$ cat src/rtl/vseq_pkg.sv
// Shared types and constants for the vector sequencer: FSM state encoding,
// ALU op codes and the data-word width.
package vseq_pkg;

  localparam int WORD_W = 16;

  typedef logic [WORD_W-1:0] word_t;

  typedef enum logic [2:0] {
    S_IDLE,
    S_RDA,
    S_RDB,
    S_EXE,
    S_WR,
    S_DONE
  } state_t;

  localparam logic [3:0] OP_ADD = 4'd0;
  localparam logic [3:0] OP_SUB = 4'd1;
  localparam logic [3:0] OP_AND = 4'd2;
  localparam logic [3:0] OP_OR  = 4'd3;

endpackage

$ cat src/rtl/vseq_addr_gen.sv
// Element index counter and base+index address generation for the vector
// sequencer; drives the memory address according to the current state.
module vseq_addr_gen
  import vseq_pkg::*;
#(
  parameter int LEN_W = 8
) (
  input  logic             clk,
  input  logic             reset,
  input  state_t           state,
  input  word_t            base_a,
  input  word_t            base_b,
  input  word_t            base_d,
  input  logic [LEN_W-1:0] len,
  output word_t            mem_addr,
  output logic             last
);

  logic [LEN_W-1:0] idx;
  logic [LEN_W:0]   idx_next;
  word_t            idx_w;

  // One spare bit keeps the i+1 == len test exact at the maximum length.
  assign idx_next = {1'b0, idx} + {{LEN_W{1'b0}}, 1'b1};
  assign last     = (idx_next == {1'b0, len});
  assign idx_w    = word_t'(idx);

  always_ff @(posedge clk or posedge reset) begin
    if (reset) begin
      idx <= '0;
    end else if (state == S_IDLE) begin
      idx <= '0;
    end else if (state == S_WR) begin
      idx <= idx_next[LEN_W-1:0];
    end
  end

  // Address sums wrap modulo 2^16 by construction of the 16-bit result.
  always_comb begin
    // NOTE: default assigned first so no path through the case leaves mem_addr unassigned (no latch).
    mem_addr = '0;
    unique case (state)
      S_RDA:   mem_addr = base_a + idx_w;
      S_RDB:   mem_addr = base_b + idx_w;
      S_WR:    mem_addr = base_d + idx_w;
      default: mem_addr = '0;
    endcase
  end

endmodule

$ cat src/rtl/vector_seq.sv
// Vector sequencer: reads A[i], B[i], feeds a downstream ALU, writes D[i].
// Optional feature: define VSEQ_ABORT_EN to add the abort input.
module vector_seq
  import vseq_pkg::*;
#(
  parameter int LEN_W = 8
) (
  input  logic             clk,
  input  logic             reset,
  input  logic             start,
  input  logic [3:0]       op,
  input  logic [15:0]      base_a,
  input  logic [15:0]      base_b,
  input  logic [15:0]      base_d,
  input  logic [LEN_W-1:0] len,
`ifdef VSEQ_ABORT_EN
  input  logic             abort,
`endif
  output logic             busy,
  output logic             done,
  output logic [15:0]      mem_addr,
  input  logic [15:0]      mem_rd_data,
  output logic [15:0]      mem_wr_data,
  output logic             mem_we,
  output logic [15:0]      alu_a,
  output logic [15:0]      alu_b,
  output logic [3:0]       alu_op,
  input  logic [15:0]      alu_out
);

  state_t           state, state_next;
  logic [3:0]       op_q;
  word_t            base_a_q, base_b_q, base_d_q;
  logic [LEN_W-1:0] len_q;
  logic             last;

  always_ff @(posedge clk or posedge reset) begin
    // NOTE: sequential state uses non-blocking assignments so every register samples pre-edge values.
    if (reset) state <= S_IDLE;
    else       state <= state_next;
  end

  // Launch parameters are captured only from IDLE, so a start while busy is ignored.
  always_ff @(posedge clk or posedge reset) begin
    if (reset) begin
      op_q     <= '0;
      base_a_q <= '0;
      base_b_q <= '0;
      base_d_q <= '0;
      len_q    <= '0;
    end else if (state == S_IDLE && start) begin
      op_q     <= op;
      base_a_q <= base_a;
      base_b_q <= base_b;
      base_d_q <= base_d;
      len_q    <= len;
    end
  end

  // Read data arrives one cycle after its address: A[i] in RDB, B[i] in EXE.
  always_ff @(posedge clk or posedge reset) begin
    if (reset) begin
      alu_a <= '0;
      alu_b <= '0;
    end else begin
      if (state == S_RDB) alu_a <= mem_rd_data;
      if (state == S_EXE) alu_b <= mem_rd_data;
    end
  end

  assign alu_op = op_q;

  vseq_addr_gen #(.LEN_W(LEN_W)) u_addr_gen (
    .clk      (clk),
    .reset    (reset),
    .state    (state),
    .base_a   (base_a_q),
    .base_b   (base_b_q),
    .base_d   (base_d_q),
    .len      (len_q),
    .mem_addr (mem_addr),
    .last     (last)
  );

  always_comb begin
    state_next = state;
    unique case (state)
      S_IDLE:  if (start) state_next = (len != '0) ? S_RDA : S_DONE;
      S_RDA:   state_next = S_RDB;
      S_RDB:   state_next = S_EXE;
      S_EXE:   state_next = S_WR;
      S_WR:    state_next = last ? S_DONE : S_RDA;
      S_DONE:  state_next = S_IDLE;
      default: state_next = S_IDLE;
    endcase
`ifdef VSEQ_ABORT_EN
    // An abort during WR lets the current write complete before finishing.
    if (abort && state inside {S_RDA, S_RDB, S_EXE, S_WR}) state_next = S_DONE;
`endif
  end

  // Outputs decode the state register directly, so reset drops mem_we at once.
  always_comb begin
    busy        = (state != S_IDLE);
    done        = (state == S_DONE);
    mem_we      = (state == S_WR);
    mem_wr_data = mem_we ? alu_out : '0;
  end

endmodule

$ cat config.mk
export PLATFORM = sky130hd
export DESIGN_NAME = vector_seq
export DESIGN_NICKNAME = d
export VERILOG_FILES = /design/src/rtl/vseq_pkg.sv /design/src/rtl/vseq_addr_gen.sv /design/src/rtl/vector_seq.sv
export SDC_FILE = /design/constraint.sdc
export NUM_CORES = 1
export LEC_CHECK = 0
export ABC_AREA = 1
export ABC_CLOCK_PERIOD_IN_PS = 3600
export CORE_UTILIZATION = 43
export DETAILED_ROUTE_END_ITERATION = 8
export PLACE_DENSITY = 0.78
export SLEW_MARGIN = 20
export SYNTH_ARGS = -nofsm -noshare
export SYNTH_HDL_FRONTEND = slang
export SYNTH_SLANG_ARGS = --single-unit
export TNS_END_PERCENT = 20
$ cat constraint.sdc
create_clock -name clk -period 3.6 [get_ports clk]
set_input_delay 0.72 -clock clk [delete_from_list [all_inputs] [get_ports clk]]
set_output_delay 0.72 -clock clk [all_outputs]
set_load 0.02 [all_outputs]
==> results.txt, run 1 <==
The global routing usage summed across all routing layers was 0.2349; the power density of the placed cells was 885.1 nW/um^2. Entering global routing, the biggest net connects 59 pins. The setup skew after layout was 0.007785 ns. By instance count, the cell type seen most on the critical path is sky130_fd_sc_hd__inv_2.

Derived from the worst setup path, the maximum achievable clock frequency is 0.2721 GHz. The tools report the start point of the worst min-delay path as alu_a[11]. The repair_antennas step left the layout with diodes totalling 0.

In this run, distinct cell masters in the synthesized netlist total 35. The cell family contributing the most delay on the critical path is simple AND/OR/NAND/NOR gates. At the worst endpoint, the arrival time is 2.96 ns.

For the final design instance area without fill, the log shows 7845 um^2. The average size of a mapped cell was 8.802 um^2. The tools report the worst reg2reg path startpoint as state[1]. After the first detailed-routing iteration, the DRC count stood at 228. Placed standard-cell area: 7295 um^2.

The H-tree was split into 3 levels. The logs give 0 for the warning count from the yosys run and 12,060 um^2 for the area of the placeable core. The worst path needs 3.675 ns of the cycle, external delays included. 166 I/O pins were placed. Category of the critical setup timing path: reg2out.

The logs give 0.4415 for the initial core utilization and 0.35 ns for the later-pin clock latency in the skew report. The remaining global-route overflow is 0, and the horizontal extent of the die is 113.3 um. The die covers 12,830 um^2. After detailed routing, the number of remaining DRC violations is 0. The run finished, with violations left. Number of global-route vias before repair: 5,063. The sort of element at the start of the critical path is a register. The CTS buffer count was 9. The peak per-stage delay on the critical path was 0.44 ns; the worst supply voltage drop on vdd was 508.9 uV. The largest fanout of any net on the critical path came out at 5. The net count of the finished layout is 906. Across all layers, the routed design uses 4,801 vias. The ratio of cells with drive above 1 in the final layout is 0.2102, and the global placement routability congestion is 0.8640. The first detailed-routing pass took 6 iterations. The routed wire length per instance came out at 14.80 um.

The run gives 0.6504 as the final core utilization. Floorplan row count: 40. Total wire length after detailed routing: 14,390 um. Setup violations remaining at the end of the flow were counted as 3.

In this run the static leakage power is 0.003665 uW. The share of Yosys cell area claimed by the top area cell type came out at 0.4840. The largest total area in the synthesized netlist belongs to sky130_fd_sc_hd__dfrtp_1. The register area share after synthesis is 0.4840.

By area the synthesized netlist is led by sky130_fd_sc_hd__dfrtp_1, sky130_fd_sc_hd__mux2_2, sky130_fd_sc_hd__nand2_1. The number of buffer and inverter stages on the critical path is 4, and the hold violation count in the final report is 0. The share of the clock period used by the worst path after layout came out at 1.021. The run gives 2.88 ns as the worst path required time. Synthesis inferred 103 register bits. The count of buffers inserted at the top-level ports was 165. Counting every instance in the synthesized netlist gives 605. Traced cell by cell, the critical path runs through inv_2 -> nand2_4 -> nor2_8 -> nor2_4 -> nand2_2 -> nand3_2 -> ha_4 -> inv_2 -> fa_2 -> inv_2 -> nand3_2 -> nand2_2 -> nand2_1 -> o21ai_0 -> xnor2_1 -> nor2_1 -> clkdlybuf4s15_1. The kind of end point of the critical path is a primary output. The first global-routing pass estimated 23,590 um of wire.

The antenna violation net count after detailed routing is 0. The tools report the count of max-cap constraint violations as 0. TritonCTS built the clock tree.

For the netlist area before placement, the log shows 5325 um^2. The cell sitting at the root of the clock tree is a sky130_fd_sc_hd__clkbuf_16. The final reports fail on setup timing.

On the critical path, the stage with the largest delay is an instance of sky130_fd_sc_hd__dfrtp_2. From bottom edge to top edge, the die measures 113.3 um. The transition time at the pin with the least slew margin came out at 0.8494 ns. The worst min-delay path category was reg2reg. Number of slew-limit violations in the final report: 0.

The number of vias per cell after detailed routing came out at 4.939. Setup repair after global routing could not meet its margin everywhere. In this run, post-CTS hold repair placed 0 buffers. The slack of the critical path was -0.07500 ns; the maximum clock path buffer count was 2. The number of nets in the synthesized netlist is 712. For the worst slew slack as a fraction of its limit, the log shows 0.4331. The number of antenna violations at the first check in global routing is 0. Detailed placement ended at an HPWL of 10,640 um.

Relative to the synthesized area, the layout overhead comes to 47.32%. Tracing the worst setup path back leads to its startpoint at state[1]. CTS saw 103 sinks. The clock edge transition at the registers on the reported setup and hold paths is 0.07 ns.
[stage by stage]
step	setup TNS [ns]	hold slack, ns	worst slack [ns]	power (uW)	instances
after floorplan	0	0.4551	0.1762	4226	605
after global routing	-1.177	0.5152	-0.1829	7412	972
after CTS	-0.05478	0.4940	-0.03160	6767	968
after global placement	-0.1216	0.4666	-0.05809	5595	947
final	-0.1427	0.4902	-0.07500	6943	972
after detailed placement	-1.102	0.4771	-0.2274	5720	947
[cell families after synthesis]
logic type,count (synthesis),synth area share
xor gates and xnor gates,7,0.01151
AOI/OAI and AO/OA,76,0.07378
adders and majority gates,12,0.02961
muxes,49,0.1036
and+or+nand+nor,259,0.2173
DFF,103,0.4840
buffers and inverters,99,0.08012
[synthesized netlist by cell type]
master,number
sky130_fd_sc_hd__a21oi_1,23
sky130_fd_sc_hd__a31oi_1,2
sky130_fd_sc_hd__buf_1,3
sky130_fd_sc_hd__buf_2,4
sky130_fd_sc_hd__buf_4,3
sky130_fd_sc_hd__buf_6,5
sky130_fd_sc_hd__clkbuf_1,6
sky130_fd_sc_hd__clkinv_2,1
sky130_fd_sc_hd__dfrtp_1,103
sky130_fd_sc_hd__fa_1,1
sky130_fd_sc_hd__ha_1,11
sky130_fd_sc_hd__inv_1,75
sky130_fd_sc_hd__inv_2,2
sky130_fd_sc_hd__mux2_1,3
sky130_fd_sc_hd__mux2_2,46
sky130_fd_sc_hd__nand2_1,135
sky130_fd_sc_hd__nand2_2,5
sky130_fd_sc_hd__nand2_4,2
sky130_fd_sc_hd__nand3_1,45
sky130_fd_sc_hd__nand3_2,2
sky130_fd_sc_hd__nand3b_1,3
sky130_fd_sc_hd__nand4_1,4
sky130_fd_sc_hd__nor2_1,48
sky130_fd_sc_hd__nor2_2,2
sky130_fd_sc_hd__nor2_4,4
sky130_fd_sc_hd__nor2_8,1
sky130_fd_sc_hd__nor3_1,3
sky130_fd_sc_hd__nor4_1,2
sky130_fd_sc_hd__o211ai_1,1
sky130_fd_sc_hd__o21a_1,1
sky130_fd_sc_hd__o21ai_0,45
sky130_fd_sc_hd__o22ai_1,4
sky130_fd_sc_hd__or2_2,3
sky130_fd_sc_hd__xnor2_1,3
sky130_fd_sc_hd__xor2_1,4
[report_power, final]
group / switching [uW] / internal, uW / leakage [uW]
combinational: 2110 / 1790 / 0.00228
clock: 445 / 566 / 0.000144
sequential: 327 / 1710 / 0.00124
[layout by cell type (no fill, tap or decap), types with 3 or more instances in the layout]
master / n
sky130_fd_sc_hd__nor3_1: 3
sky130_fd_sc_hd__nand3b_1: 3
sky130_fd_sc_hd__clkbuf_16: 9
sky130_fd_sc_hd__xnor2_1: 3
sky130_fd_sc_hd__clkdlybuf4s50_1: 150
sky130_fd_sc_hd__nand3_2: 8
sky130_fd_sc_hd__nand4_1: 4
sky130_fd_sc_hd__nor2_2: 5
sky130_fd_sc_hd__inv_1: 70
sky130_fd_sc_hd__o21ai_0: 43
sky130_fd_sc_hd__o22ai_1: 3
sky130_fd_sc_hd__nand3_1: 39
sky130_fd_sc_hd__mux2_1: 3
sky130_fd_sc_hd__buf_4: 44
sky130_fd_sc_hd__nor2_4: 4
sky130_fd_sc_hd__or2_2: 3
sky130_fd_sc_hd__dfrtp_2: 3
sky130_fd_sc_hd__dlygate4sd2_1: 4
sky130_fd_sc_hd__ha_4: 9
sky130_fd_sc_hd__mux2_2: 46
sky130_fd_sc_hd__nand2_2: 8
sky130_fd_sc_hd__nor2_1: 45
sky130_fd_sc_hd__dfrtp_1: 100
sky130_fd_sc_hd__a21oi_1: 16
sky130_fd_sc_hd__nand2_1: 132
sky130_fd_sc_hd__xor2_1: 4
sky130_fd_sc_hd__a21oi_2: 6
sky130_fd_sc_hd__inv_2: 6
[registers in the layout, indices dropped and copies added (netlist names)]
name            count
u_addr_gen.idx      8
base_d_q           16
len_q               8
alu_op              4
base_b_q           16
base_a_q           16
alu_b              16
state               3
alu_a              16
[timing repair]
action / CTS / global route
pin swaps: 8 / 17
cloned: 0 / 0
buffers inserted: 5 / 4
endpoints found under the setup margin: 15 / 12
resized for setup: 56 / 34
[routing by layer]
metal / vias to the layer above / routed length, um / track usage
met4: 0 / 369 / 0.09825
met3: 25 / 1004 / 0.06160
met2: 167 / 7354 / 0.4200
met1: 2271 / 5659 / 0.2650
met5: - / 0 / 0
li1: 2338 / - / -
[worst paths after layout]
| check | to | slack (ns) | depth (start not counted) |
|---|---|---|---|
| setup / recovery | mem_addr[6] | -0.08 | 17 |
| hold / removal | alu_a[11] | 0.49 | 2 |
| setup reg to reg | base_d_q[6] | 1.46 | 8 |
| hold reg to reg | alu_a[11] | 0.49 | 2 |
| max in group asynchronous | base_d_q[5] | 1.99 | 3 |
| min in group asynchronous | base_a_q[12] | 0.83 | 2 |
[layout make-up]
| class | count | area, um^2 |
|---|---|---|
| Clock buffer | 11 | 242.7 |
| Clock inverter | 5 | 65.06 |
| Fill cell | 984 | 4217 |
| Inverter | 78 | 300.3 |
| Multi-Input combinational cell | 403 | 2521 |
| Sequential cell | 103 | 2581 |
| Tap cell | 168 | 210.2 |
| Timing Repair Buffer | 204 | 1924 |
[worst reg2reg max path, cell delays in order, from the launching register on]
cell                      delay, ns
sky130_fd_sc_hd__dfrtp_2       0.46
sky130_fd_sc_hd__inv_2         0.10
sky130_fd_sc_hd__nand2_4       0.07
sky130_fd_sc_hd__buf_4         0.13
sky130_fd_sc_hd__buf_4         0.14
sky130_fd_sc_hd__nor2_4        0.17
sky130_fd_sc_hd__nand2_2       0.32
sky130_fd_sc_hd__buf_4         0.34
sky130_fd_sc_hd__mux2_2        0.30
Note: power is estimated with default switching activity, not from simulation.
==> inputs of run 2 (changes only) <==
GPL_TIMING_DRIVEN = 0   (was default)
==> run 2 against run 1 <==
The flow still finishes with violations (setup timing). Non-clock buffer count rose by 19. Largest power group unchanged. Flip-flop and latch count unchanged. Core utilization is 1.9 points higher. Clock skew is essentially flat. Sequential power about the same. Register-to-register slack better by 0.26 ns. First-iteration DRC count grew 21%. Worst setup slack worse by 0.087 ns. Largest cell class is now multi-input combinational cells.
==> results.txt, run 2 (synthesis results as in run 1) <==
During I/O placement, the number of pins put on the boundary was 166. The multi-input combinational cells in the finished layout cover a total of 2594 um^2. For hold timing, the worst endpoint is alu_b[4]. The internal power of the cells totals 4116 uW.

The hold violation count in the final report is 0, and the slack of the critical path is -0.1617 ns. At the end of the flow, the number of nets in the layout was 925. The number of vias per cell after detailed routing was 5.098; the largest fanout of any net on the critical path was 6. The CTS buffer count came out at 9. The area of all sequential standard cells was 2580 um^2; the clock period minus worst slack was 3.762 ns.

The number of antenna violations at the first check in global routing was 0. Ratio of cells with drive above 1 in the final layout: 0.2321. Wires add up to 15,840 um. Data on the critical path is required at its endpoint by 2.88 ns.

In this run the standard cell core region covers 12,060 um^2. The worst hold path begins at alu_b[4]. The length in cells of the worst reg-to-reg path is 11.

The power density of the placed cells was 891.6 nW/um^2. The remaining global-route overflow is 0. The number of slew-limit violations in the final report came out at 0. The die covers 12,830 um^2. Counting tap cells, the placed design contains a total of 939 instances. Clock latency on the worst-skew pair, taken at its later pin, is 0.35 ns. The tools report the worst slew slack as a fraction of its limit as 0.6741. Across all register-to-register paths, the minimum setup slack is 1.72 ns.

The global routing usage summed across all routing layers is 0.2503. The run gives 0.003755 uW as the static leakage power. The routed wire length per instance was 15.98 um; the antenna diode count was 0.

Setup repair after global routing could not meet its margin everywhere. The floorplan step set the die height to 113.3 um. Category of the critical setup timing path: reg2out. The switching share of total power is 0.4282, and the number of non-filler instances in the completed layout is 991. The logs give 0 for the hold buffer count at cts and 3082 uW for the switching power. Share of total power in combinational logic: 0.586. In this run the worst hold path is classified as reg2reg. Between clock sinks in the finished design, the worst skew comes to 0.007879 ns. STA classifies the critical path endpoint as a primary output.

The total of endpoints with negative setup slack in the final report was 7. Data on the critical path arrives at its endpoint at 3.04 ns. The wire-length estimate of the detail-placed layout is 11,000 um. The detailed-routing iteration count for the pre-antenna-repair pass is 4.

The count of max-cap constraint violations is 0, and the final-layout fill cell count is 920. The run gives 2 as the maximum clock path buffer count. The top achievable clock speed is 0.2658 GHz. TritonCTS built the clock tree.

In the layout the commonest cells are sky130_fd_sc_hd__clkdlybuf4s50_1, sky130_fd_sc_hd__nand2_1, sky130_fd_sc_hd__dfrtp_1, sky130_fd_sc_hd__inv_1, sky130_fd_sc_hd__mux2_2. In the routed design, unresolved DRC markers number 0. The fraction of power consumed by the clock network was 0.131; the number of instances on the worst hold path was 2. The worst flop-to-flop path endpoint was state[2]. Clock tree synthesis selected as its root buffer the cell sky130_fd_sc_hd__clkbuf_16. The run gives 5,228 as the number of global-route vias before repair.

The tools report the worst setup slack after placement as -0.6439 ns. The run gives 5,052 as the vias after detailed routing. The transition time at the pin with the least slew margin was 0.4851 ns. During placement, the flow inserted port buffers numbering 165. The post-synthesis to final-layout area growth is 51.62%. The run gives 3 as the number of levels the H-tree was split into. The run gives 0.4415 as the initial core utilization.

The run finished, with violations left. The tools report the sequential group share of total power as 0.283. The clock drives 103 sinks. Entering global routing, the biggest net connects 64 pins. The worst setup path is launched from a register.

The clock edge transition at the registers on the reported setup and hold paths is 0.07 ns, and the antenna violation net count after detailed routing is 0. Worst supply voltage drop on vdd: 488.9 uV. The horizontal extent of the die came out at 113.3 um. The worst register-to-register path begins at u_addr_gen.idx[0].

The initialized floorplan defines 40 standard-cell rows. The detailed router finished its first iteration with 275 violations. Share of the clock period used by the worst path after layout: 1.045. The final reports fail on setup timing. The library cell used most frequently in the layout, excluding fill and tap cells, is sky130_fd_sc_hd__clkdlybuf4s50_1.

The first global-routing pass estimated 25,030 um of wire. Routability-driven placement finished with a final weighted congestion of 0.8888.
[run 2: layout make-up]
| cell class | count | area share |
|---|---|---|
| Buffer | 21 | 0.01906 |
| Multi-Input combinational cell | 403 | 0.3212 |
| Clock buffer | 12 | 0.03177 |
| Clock inverter | 4 | 0.003719 |
| Sequential cell | 103 | 0.3195 |
| Tap cell | 168 | 0.02603 |
| Timing Repair Buffer | 202 | 0.2408 |
| Inverter | 78 | 0.03781 |
[run 2: stage by stage]
| stage | hold WS, ns | TNS, ns | cell area, um^2 | util | power, uW |
|---|---|---|---|---|---|
| global placement | 0.4651 | -125.73 | 7188 | 0.5960 | 5528 |
| CTS | 0.4938 | -0.5869 | 7814 | 0.6478 | 6838 |
| finish | 0.4925 | -0.5230 | 8074 | 0.6694 | 7199 |
| detailed placement | 0.4770 | -4.534 | 7221 | 0.5987 | 5655 |
| floorplan | 0.4551 | 0 | 5326 | - | 4226 |
| global route | 0.5197 | -1.847 | 8074 | 0.6694 | 7637 |
[run 2: repair_timing]
action / in CTS / in global routing
pin swaps: 14 / 16
cloned: 1 / 0
endpoints found under the setup margin: 15 / 14
gates resized for setup: 85 / 46
buffers inserted: 22 / 13
endpoints found under the hold margin: 0 / 0
[run 2: metal layers]
metal,vias to the layer above,wire [um],global-route usage
met1,2441,5833,0.2748
met5,-,0,0
li1,2370,-,-
met3,34,1312,0.07231
met4,0,469,0.1070
met2,207,8226,0.4503
[run 2: power by group through the flow]
stage                     logic (uW)  registers, uW  clock network (uW)
final                           4220           2040                 944
after global routing            4540           2090                1010
after CTS                       3860           2020                 956
after detailed placement        3620           2030                   0
after global placement          3520           2010                   0
after floorplan                 2020           2200                   0
[run 2: worst max-delay path by stage]
stage                         endpoint     start  depth (start not counted)  slack (ns)
final                     mem_addr[12]  state[1]                         18       -0.16
after global routing      mem_addr[12]  state[1]                         18       -0.29
after CTS                 mem_addr[12]  state[2]                         22       -0.17
after detailed placement  mem_addr[12]  state[1]                         19       -0.64
after global placement     base_b_q[4]     reset                          2       -1.19
after floorplan               alu_a[0]     reset                          1        0.18
[run 2: critical path, cell delays in order (launching register included)]
cell	delay, ns
sky130_fd_sc_hd__dfrtp_2	0.46
sky130_fd_sc_hd__inv_2	0.10
sky130_fd_sc_hd__nand2_4	0.07
sky130_fd_sc_hd__nor2_8	0.14
sky130_fd_sc_hd__nor2_4	0.07
sky130_fd_sc_hd__buf_6	0.14
sky130_fd_sc_hd__nand2_1	0.07
sky130_fd_sc_hd__nand3_1	0.09
sky130_fd_sc_hd__ha_1	0.41
sky130_fd_sc_hd__nand2_1	0.13
sky130_fd_sc_hd__nor2_2	0.19
sky130_fd_sc_hd__nand2_2	0.08
sky130_fd_sc_hd__o211ai_1	0.12
sky130_fd_sc_hd__nand2_1	0.11
sky130_fd_sc_hd__nor2_2	0.15
sky130_fd_sc_hd__nor2_2	0.07
sky130_fd_sc_hd__nor2_2	0.12
sky130_fd_sc_hd__nor2_2	0.06
sky130_fd_sc_hd__buf_6	0.13
